==> src/rtl/mem_arb_pkg.sv <==
// Shared types and constants for the two-port round-robin memory arbiter.
package mem_arb_pkg;

    localparam int MEMSIZE   = 'h400;
    localparam int WIDTH     = $clog2(MEMSIZE);
    localparam int NUM_PORTS = 2;
    localparam int PORT_IMEM = 0;
    localparam int PORT_DMEM = 1;

    typedef struct packed {
        logic             wen;
        logic [WIDTH-1:0] addr;
        logic [31:0]      wdata;
    } mem_req_t;

    localparam mem_req_t MEM_REQ_IDLE = '0;

endpackage

==> src/rtl/mem_arbiter_if.sv <==
// Request/response and memory-side bundle of mem_arbiter.
// slave = arbiter view; master = requesters plus the attached rwmemory.
interface mem_arbiter_if #(
    parameter int WIDTH = mem_arb_pkg::WIDTH
);
    logic [1:0]       req_valid;
    logic [1:0]       req_wen;
    logic [WIDTH-1:0] req_addr0;
    logic [WIDTH-1:0] req_addr1;
    logic [31:0]      req_wdata0;
    logic [31:0]      req_wdata1;
    logic [1:0]       req_ready;
    logic [1:0]       resp_valid;
    logic [31:0]      resp_rdata0;
    logic [31:0]      resp_rdata1;
    logic             mem_en;
    logic             mem_wen;
    logic [WIDTH-1:0] mem_addr;
    logic [31:0]      mem_wdata;
    logic [31:0]      mem_rdata;

    modport slave (
        input  req_valid, req_wen, req_addr0, req_addr1, req_wdata0, req_wdata1,
        input  mem_rdata,
        output req_ready, resp_valid, resp_rdata0, resp_rdata1,
        output mem_en, mem_wen, mem_addr, mem_wdata
    );

    modport master (
        output req_valid, req_wen, req_addr0, req_addr1, req_wdata0, req_wdata1,
        output mem_rdata,
        input  req_ready, resp_valid, resp_rdata0, resp_rdata1,
        input  mem_en, mem_wen, mem_addr, mem_wdata
    );

endinterface

==> src/rtl/rr_arbiter2.sv <==
// Two-input round-robin grant: a lone requester wins, on a conflict the
// port that did not win last time wins. Purely combinational.
module rr_arbiter2 (
    input  logic [1:0] valid,
    input  logic       last_grant,
    output logic [1:0] grant
);

    always_comb begin
        // NOTE: assigning a default before the case keeps this block free of latches.
        grant = 2'b00;
        case (valid)
            2'b01:   grant = 2'b01;
            2'b10:   grant = 2'b10;
            2'b11:   grant = last_grant ? 2'b01 : 2'b10;
            default: grant = 2'b00;
        endcase
    end

endmodule

==> src/rtl/mem_arbiter.sv <==
// Shares one single-port rwmemory between instruction fetch (port 0) and
// load/store (port 1). Optional counters enabled by `define MEM_ARB_STATS_EN.
module mem_arbiter
    import mem_arb_pkg::*;
#(
    parameter int MEMSIZE = mem_arb_pkg::MEMSIZE
) (
    input  logic        clk,
    input  logic        reset,
`ifdef MEM_ARB_STATS_EN
    output logic [31:0] stat_grants0,
    output logic [31:0] stat_grants1,
    output logic [31:0] stat_conflicts,
`endif
    mem_arbiter_if.slave bus
);

    localparam int ADDR_W = $clog2(MEMSIZE);

    logic [1:0]  grant;
    logic [1:0]  ready;
    mem_req_t    req [NUM_PORTS];
    mem_req_t    sel;

    logic        last_grant_q, last_grant_d;
    logic [1:0]  resp_valid_q, resp_valid_d;
    logic [31:0] resp_rdata0_q, resp_rdata0_d;
    logic [31:0] resp_rdata1_q, resp_rdata1_d;

    rr_arbiter2 u_rr (
        .valid      (bus.req_valid),
        .last_grant (last_grant_q),
        .grant      (grant)
    );

    // Grant and memory drive; nothing is granted while reset is held.
    always_comb begin
        req[PORT_IMEM] = '{wen: bus.req_wen[PORT_IMEM], addr: bus.req_addr0, wdata: bus.req_wdata0};
        req[PORT_DMEM] = '{wen: bus.req_wen[PORT_DMEM], addr: bus.req_addr1, wdata: bus.req_wdata1};
        ready = reset ? 2'b00 : grant;
        sel   = MEM_REQ_IDLE;
        if (ready[PORT_IMEM])      sel = req[PORT_IMEM];
        else if (ready[PORT_DMEM]) sel = req[PORT_DMEM];

        bus.req_ready = ready;
        bus.mem_en    = |ready;
        bus.mem_wen   = sel.wen;
        bus.mem_addr  = ADDR_W'(sel.addr);
        bus.mem_wdata = sel.wdata;
    end

    always_comb begin
        last_grant_d  = last_grant_q;
        resp_valid_d  = ready;
        resp_rdata0_d = resp_rdata0_q;
        resp_rdata1_d = resp_rdata1_q;
        if (|ready) last_grant_d = ready[PORT_DMEM];
        // Writes complete with zero data; reads capture the combinational memory output.
        if (ready[PORT_IMEM]) resp_rdata0_d = sel.wen ? 32'h0 : bus.mem_rdata;
        if (ready[PORT_DMEM]) resp_rdata1_d = sel.wen ? 32'h0 : bus.mem_rdata;
    end

    // NOTE: state registers use non-blocking assignments so every flop samples pre-edge values.
    always_ff @(posedge clk or posedge reset) begin
        if (reset) begin
            last_grant_q  <= 1'b1;
            resp_valid_q  <= 2'b00;
            resp_rdata0_q <= 32'h0;
            resp_rdata1_q <= 32'h0;
        end else begin
            last_grant_q  <= last_grant_d;
            resp_valid_q  <= resp_valid_d;
            resp_rdata0_q <= resp_rdata0_d;
            resp_rdata1_q <= resp_rdata1_d;
        end
    end

    assign bus.resp_valid  = resp_valid_q;
    assign bus.resp_rdata0 = resp_rdata0_q;
    assign bus.resp_rdata1 = resp_rdata1_q;

`ifdef MEM_ARB_STATS_EN
    logic [31:0] stat_grants0_q, stat_grants0_d;
    logic [31:0] stat_grants1_q, stat_grants1_d;
    logic [31:0] stat_conflicts_q, stat_conflicts_d;

    always_comb begin
        stat_grants0_d   = stat_grants0_q + {31'h0, ready[PORT_IMEM]};
        stat_grants1_d   = stat_grants1_q + {31'h0, ready[PORT_DMEM]};
        stat_conflicts_d = stat_conflicts_q + {31'h0, &bus.req_valid};
    end

    always_ff @(posedge clk or posedge reset) begin
        if (reset) begin
            stat_grants0_q   <= 32'h0;
            stat_grants1_q   <= 32'h0;
            stat_conflicts_q <= 32'h0;
        end else begin
            stat_grants0_q   <= stat_grants0_d;
            stat_grants1_q   <= stat_grants1_d;
            stat_conflicts_q <= stat_conflicts_d;
        end
    end

    assign stat_grants0   = stat_grants0_q;
    assign stat_grants1   = stat_grants1_q;
    assign stat_conflicts = stat_conflicts_q;
`endif

endmodule

==> src/flat_wrapper.sv <==
// flat-port wrapper written by rule: the top's interface ports become plain ports
module mem_arbiter_flat import mem_arb_pkg::*;
#(
    parameter int MEMSIZE = mem_arb_pkg::MEMSIZE
)
  (clk, reset, bus_req_valid, bus_req_wen, bus_req_addr0, bus_req_addr1, bus_req_wdata0, bus_req_wdata1, bus_mem_rdata, bus_req_ready, bus_resp_valid, bus_resp_rdata0, bus_resp_rdata1, bus_mem_en, bus_mem_wen, bus_mem_addr, bus_mem_wdata);
  mem_arbiter_if #(.WIDTH(WIDTH)) bus_i ();
  input  logic clk;
  input  logic reset;
  input wire logic [$bits(bus_i.req_valid)-1:0] bus_req_valid;
  input wire logic [$bits(bus_i.req_wen)-1:0] bus_req_wen;
  input wire logic [$bits(bus_i.req_addr0)-1:0] bus_req_addr0;
  input wire logic [$bits(bus_i.req_addr1)-1:0] bus_req_addr1;
  input wire logic [$bits(bus_i.req_wdata0)-1:0] bus_req_wdata0;
  input wire logic [$bits(bus_i.req_wdata1)-1:0] bus_req_wdata1;
  input wire logic [$bits(bus_i.mem_rdata)-1:0] bus_mem_rdata;
  output wire logic [$bits(bus_i.req_ready)-1:0] bus_req_ready;
  output wire logic [$bits(bus_i.resp_valid)-1:0] bus_resp_valid;
  output wire logic [$bits(bus_i.resp_rdata0)-1:0] bus_resp_rdata0;
  output wire logic [$bits(bus_i.resp_rdata1)-1:0] bus_resp_rdata1;
  output wire logic [$bits(bus_i.mem_en)-1:0] bus_mem_en;
  output wire logic [$bits(bus_i.mem_wen)-1:0] bus_mem_wen;
  output wire logic [$bits(bus_i.mem_addr)-1:0] bus_mem_addr;
  output wire logic [$bits(bus_i.mem_wdata)-1:0] bus_mem_wdata;
  assign bus_i.req_valid = bus_req_valid;
  assign bus_i.req_wen = bus_req_wen;
  assign bus_i.req_addr0 = bus_req_addr0;
  assign bus_i.req_addr1 = bus_req_addr1;
  assign bus_i.req_wdata0 = bus_req_wdata0;
  assign bus_i.req_wdata1 = bus_req_wdata1;
  assign bus_i.mem_rdata = bus_mem_rdata;
  assign bus_req_ready = bus_i.req_ready;
  assign bus_resp_valid = bus_i.resp_valid;
  assign bus_resp_rdata0 = bus_i.resp_rdata0;
  assign bus_resp_rdata1 = bus_i.resp_rdata1;
  assign bus_mem_en = bus_i.mem_en;
  assign bus_mem_wen = bus_i.mem_wen;
  assign bus_mem_addr = bus_i.mem_addr;
  assign bus_mem_wdata = bus_i.mem_wdata;
  mem_arbiter #(.MEMSIZE(MEMSIZE)) u_core (.clk(clk), .reset(reset), .bus(bus_i));
endmodule
==> config.mk <==
export PLATFORM = sky130hd
export DESIGN_NAME = mem_arbiter_flat
export DESIGN_NICKNAME = d
export VERILOG_FILES = /design/src/rtl/mem_arb_pkg.sv /design/src/rtl/mem_arbiter_if.sv /design/src/rtl/rr_arbiter2.sv /design/src/rtl/mem_arbiter.sv /design/src/flat_wrapper.sv
export SDC_FILE = /design/constraint.sdc
export NUM_CORES = 1
export LEC_CHECK = 0
export BUFFER_PORTS_ARGS = -buffer_cell sky130_fd_sc_hd__buf_2
export CORE_MARGIN = 2
export CORE_UTILIZATION = 43
export CTS_BUF_LIST = sky130_fd_sc_hd__clkbuf_4
export DETAILED_ROUTE_END_ITERATION = 8
export PLACE_DENSITY = 0.88
export SLEW_MARGIN = 10
export SYNTH_ARGS = -nofsm -noshare
export SYNTH_HDL_FRONTEND = slang
export SYNTH_SLANG_ARGS = --single-unit
==> constraint.sdc <==
create_clock -name clk -period 2.7 [get_ports clk]
set_input_delay 0.405 -clock clk [delete_from_list [all_inputs] [get_ports clk]]
set_output_delay 0.405 -clock clk [all_outputs]
set_load 0.03 [all_outputs]
Yosys cells after proc, flatten, opt, wreduce, memory -nomap -nowiden:

Cells that the tools add are included.

* register bits: 67
* bits of input ports: 122

* equality and inequality tests: 3
* muxes and demuxes: 6
* reduce and logical (&&, ||, !) cells: 1

Operators with widths (count)
* 2-to-1 mux 43 bit: 2
* 2-to-1 mux 32 bit: 1
* case mux 2 bit (3 select lines): 1
* == test 2 bit, second input constant: 2
* 2-to-1 mux 2 bit: 2
* == test 2 x 1 -> 1 bit, second input constant: 1
* OR reduction 2 bit: 1

Longest topological paths before layout:

* depth in word-level cells: 6
* mapped depth: 5
* depth with buffers taken out: 3

Cells and area by module:

From an unflattened synthesis, not the netlist that was laid out.

* cell total of the unflattened synthesis: 280
* area, all modules: 3462.1 um^2

Modules (own cells, without submodules)
* mem_arbiter: instances 1, cells each 277, area an instance 3443.3 um^2, sequential area each 1677.9 um^2
* rr_arbiter2: instances 1, cells each 3, area an instance 18.8 um^2, sequential area each 0.0 um^2

Worst setup path after synthesis:

Ideal clock, no wire load.

* path kind: register to output
* start: register u_core.last_grant_q
* end: output port bus_mem_addr[1]
* data arrival time: 1495 ps
* slack: 800 ps
* cell stages (with the launch flop): 6
* cell sequence: dfstp_2 > nand2b_1 > nor2b_4 > buf_6 > buf_4 > a22o_1

* elaborated cells between the ends (all ways): 5
* classes of those cells: mux (5)

RTL lines
* start: declaration: RTL line mem_arbiter.sv:25 `logic last_grant_q, last_grant_d;`
* start signal: assignment: RTL line mem_arbiter.sv:71 `last_grant_q <= last_grant_d;`
* 2-to-1 mux 2 bit: RTL line rr_arbiter2.sv:15 `2'b11: grant = last_grant ? 2'b01 : 2'b10;`
* case mux 2 bit (3 select lines): RTL line rr_arbiter2.sv:12 `case (valid)`
* 2-to-1 mux 2 bit: RTL line mem_arbiter.sv:40 `ready = reset ? 2'b00 : grant;`
* via bus_req_ready[0]: RTL line flat_wrapper.sv:17 `output wire logic [$bits(bus_i.req_ready)-1:0] bus_req_ready;`
* 2-to-1 mux 43 bit: RTL line mem_arbiter.sv:42 `if (ready[PORT_IMEM]) sel = req[PORT_IMEM];`
* end: declaration: RTL line flat_wrapper.sv:23 `output wire logic [$bits(bus_i.mem_addr)-1:0] bus_mem_addr;`

The timed path passes the listed nets, and every way through them passes these cells.

Worst setup path after layout:

* start: register u_core.last_grant_q
* end: output port bus_mem_wdata[17]

* longest elaborated chain between the ends: 5

RTL lines
* 2-to-1 mux 2 bit (*): RTL line rr_arbiter2.sv:15
* case mux 2 bit (3 select lines) (*): RTL line rr_arbiter2.sv:12
* 2-to-1 mux 2 bit (*): RTL line mem_arbiter.sv:40
* 2-to-1 mux 43 bit: RTL line mem_arbiter.sv:43 `else if (ready[PORT_DMEM]) sel = req[PORT_DMEM];`
* 2-to-1 mux 43 bit (*): RTL line mem_arbiter.sv:42
* end: declaration: RTL line flat_wrapper.sv:24 `output wire logic [$bits(bus_i.mem_wdata)-1:0] bus_mem_wdata;`

Every way passes the cells marked *; elsewhere a longest branch is shown, timed or not.

==> metrics.csv <==
stage,metric,value,unit
timing,drv_slew,0,
clock_network,h-tree-depth,3,
worst_setup_path,critPathCapture,bus_mem_wdata[17],
synthesis,syn_area_per_cell,12.5,sq um
clock_network,clk_latency,0.41,ns
drt,first_pass_iters,4,
worst_setup_path,regToRegStartpoint,u_core.last_grant_q$_DFFE_PP1P_,
worst_setup_path,critPathSlowestCell,dfstp_2,
global_routing,grt_pass1_wl,16100,um
worst_setup_path,cp-start-kind,flop,
layout,drive_gt1_frac,0.625,
timing,clock_skew,0.0152,ns
clock_network,cts_tree,yes,
synthesis,synth_cell_types,21,
drt,drc,0,
synthesis,syn_nets,395,
drt,ant_nets,0,
floorplan,core-area,7730,sq um
job,max_cap_viol_count,0,
synthesis,yosys_warnings,0,
worst_setup_path,critPathLaunch,u_core.last_grant_q$_DFFE_PP1P_,
floorplan,dieWidth,93.2,um
worst_setup_path,required,2.30,ns
drt,viasPerCell,5.01,
power,ir_drop,445,uV
timing,max_freq,392,MHz
power,p_seq_frac,0.403,
layout,nets,624,
worst_setup_path,cp_cell_sequence,"nand2b_1, nor2b_4, buf_4, a22o_1, buf_2",
clock_network,clock-root-buffer,clkbuf_4,
layout,layout.cells.most_common,buf_2,
floorplan,die_y,93.2,um
worst_setup_path,path_class,flop to output pin,
layout,multi_input_area,1600,sq um
layout,regArea,1680,sq um
floorplan,num_rows,32,
timing,setup_tns,0,ns
drt,vias,3066,
placed_design,port_buffers,233,
synthesis,synth-edff-count,0,
power,p_sw,1240,uW
worst_setup_path,r2r.worst_path.cells,5,
timing,rsz0062_at_grt,no,
worst_setup_path,critPathMaxFanout,39,
worst_setup_path,cp_num_buf_inv,2,
power,powerDensity,655,nW/um^2
hold_path,hold_path_class,primary input to async pin,
synthesis,synthArstFlopShare,1.00,
clock_network,cts_sinks,67,
worst_setup_path,crit_family,flip-flops,
clock_network,path_clk_slew,0.12,ns
synthesis,yosys_most_used_dff,dfrtp_1,
global_routing,grt-ovfl-total,0,
clock_network,cts_setup_buffers,0,
synthesis,ys_ff_latch,67,
worst_setup_path,ff2ff_setup_slack,0.71,ns
timing,worstMarginPinSlew,0.719,ns
timing,final.setup.worst_slack,0.148,ns
timing,relSlewSlack,0.520,
floorplan,initial_core_util,0.443,
clock_network,postCtsHoldBufs,0,
global_routing,grt_max_degree,77,
power,finalPower,3150,uW
timing,hold_viol,0,
placed_design,pre_cts_ws,0.613,ns
outcome,status,"complete, no violations",
layout,nFillCells,649,
placed_design,place_congestion,0.793,
power,clock_power_share,0.216,
drt,routedWlPerCell,18.0,um
drt,routed_wirelength,11000,um
timing,fin_crit_sh,0.945,
synthesis,ys_seq_area_frac,0.490,
clock_network,cts_buffers,9,
synthesis,netlist_instances,273,
worst_setup_path,cp-end-kind,output pin,
global_routing,grtUsageTotal,0.247,
synthesis,syn_area,3420,sq um
global_routing,grt_pass1_vias,3207,
worst_setup_path,r2r_end,u_core.bus.resp_rdata0[18]$_DFFE_PP0P_,
worst_setup_path,critPathMaxStageDelay,0.60,ns
layout,layout_common_cells,"buf_2, dfrtp_1, nor2b_1",
timing,min_period,2.55,ns
drt,drt_iter0_markers,60,
clock_network,cts_buffer_depth,2,
layout,area_growth,40.6,%
timing,setup_violations,0,
global_routing,antenna_found_initial,3,
power,p_leak,0.00266,uW
clock_network,cts.repair.resized,0,
power,switching_share,0.392,
floorplan,dieArea,8690,sq um
floorplan,io_pins,234,
power,power_frac_comb,0.381,
worst_setup_path,path_depth,5,
worst_setup_path,crit_arrival,2.15,ns
power,internal_power,1920,uW
placed_design,dpl.hpwl,8520,um
## synthesized netlist by cell type (all sizes together), types with 2 or more instances
cell type	n	area [sq um]
nand2	2	7.51
nand3	2	10.0
dfrtp	66	1650
nor2b	65	414
nor2	2	7.51
a21oi	2	13.8
buf	16	129
a22o	42	368
clkbuf	6	22.5
nand2b	3	18.8
mux2	64	747
## cell type report
type                       count  share of cell area
antenna                        3             0.00156
clock buffer                  10              0.0156
clock inverter                 6              0.0138
inverter                       1            0.000780
multi-input combinational    183               0.332
sequential                    67               0.349
tap                          102              0.0265
timing repair buffer         240               0.261
## metrics by stage
| stage | area (sq um) | std cells | hold slack, ns | util |
|---|---|---|---|---|
| 6_report | 4810 | 612 | 0.127 | 0.623 |
| 5_1_grt | 4810 | 611 | 0.146 | 0.623 |
| 4_1_cts | 4810 | 609 | 0.113 | 0.622 |
| 3_5_place_dp | 4660 | 593 | 0.482 | 0.604 |
| 3_3_place_gp | 4660 | 593 | 0.465 | 0.604 |
| 2_1_floorplan | 3420 | 273 | 0.483 | - |
## logic make-up (layout without fill, tap and decap cells)
kind of cell	count (synthesis)	after routing	synth area share
AO/OA/AOI/OAI	45	45	0.113
flip-flops	67	67	0.490
buffers and inverters	23	257	0.0453
multiplexers	64	64	0.218
other	0	3	0
AND/OR/NAND/NOR	74	74	0.134
## state kept, by name, summed over array words and instances (netlist names)
signal / count
u_core.last_grant_q: 1
u_core.bus.resp_rdata1: 32
u_core.bus.resp_valid: 2
u_core.bus.resp_rdata0: 32
## power by group through the flow
stage,Sequential [uW],Combinational [uW],Clock [uW]
after global routing,1290,1270,749
after floorplan,1630,463,0
after CTS,1270,1210,709
after detailed placement,1290,1210,0
final,1270,1200,680
after global placement,1280,1190,0
## how the worst min path moves through the flow
stage,cells after the start,end
final,2,u_core.bus.resp_rdata1[8]$_DFFE_PP0N_
after global routing,2,u_core.bus.resp_rdata1[8]$_DFFE_PP0N_
after CTS,2,u_core.bus.resp_rdata1[8]$_DFFE_PP0N_
after detailed placement,1,u_core.bus.resp_rdata1[5]$_DFFE_PP0N_
after global placement,1,u_core.bus.resp_rdata1[2]$_DFFE_PP0N_
after floorplan,2,u_core.last_grant_q$_DFFE_PP1P_
## layer usage
layer	vias to the layer above	part of all wire	GRT usage
met2	139	0.53	0.442
met1	1480	0.37	0.258
met3	23	0.070	0.0741
li1	1424	-	-
met4	0	0.033	0.131
met5	-	0	0
Power figures use the tool's default switching activity.
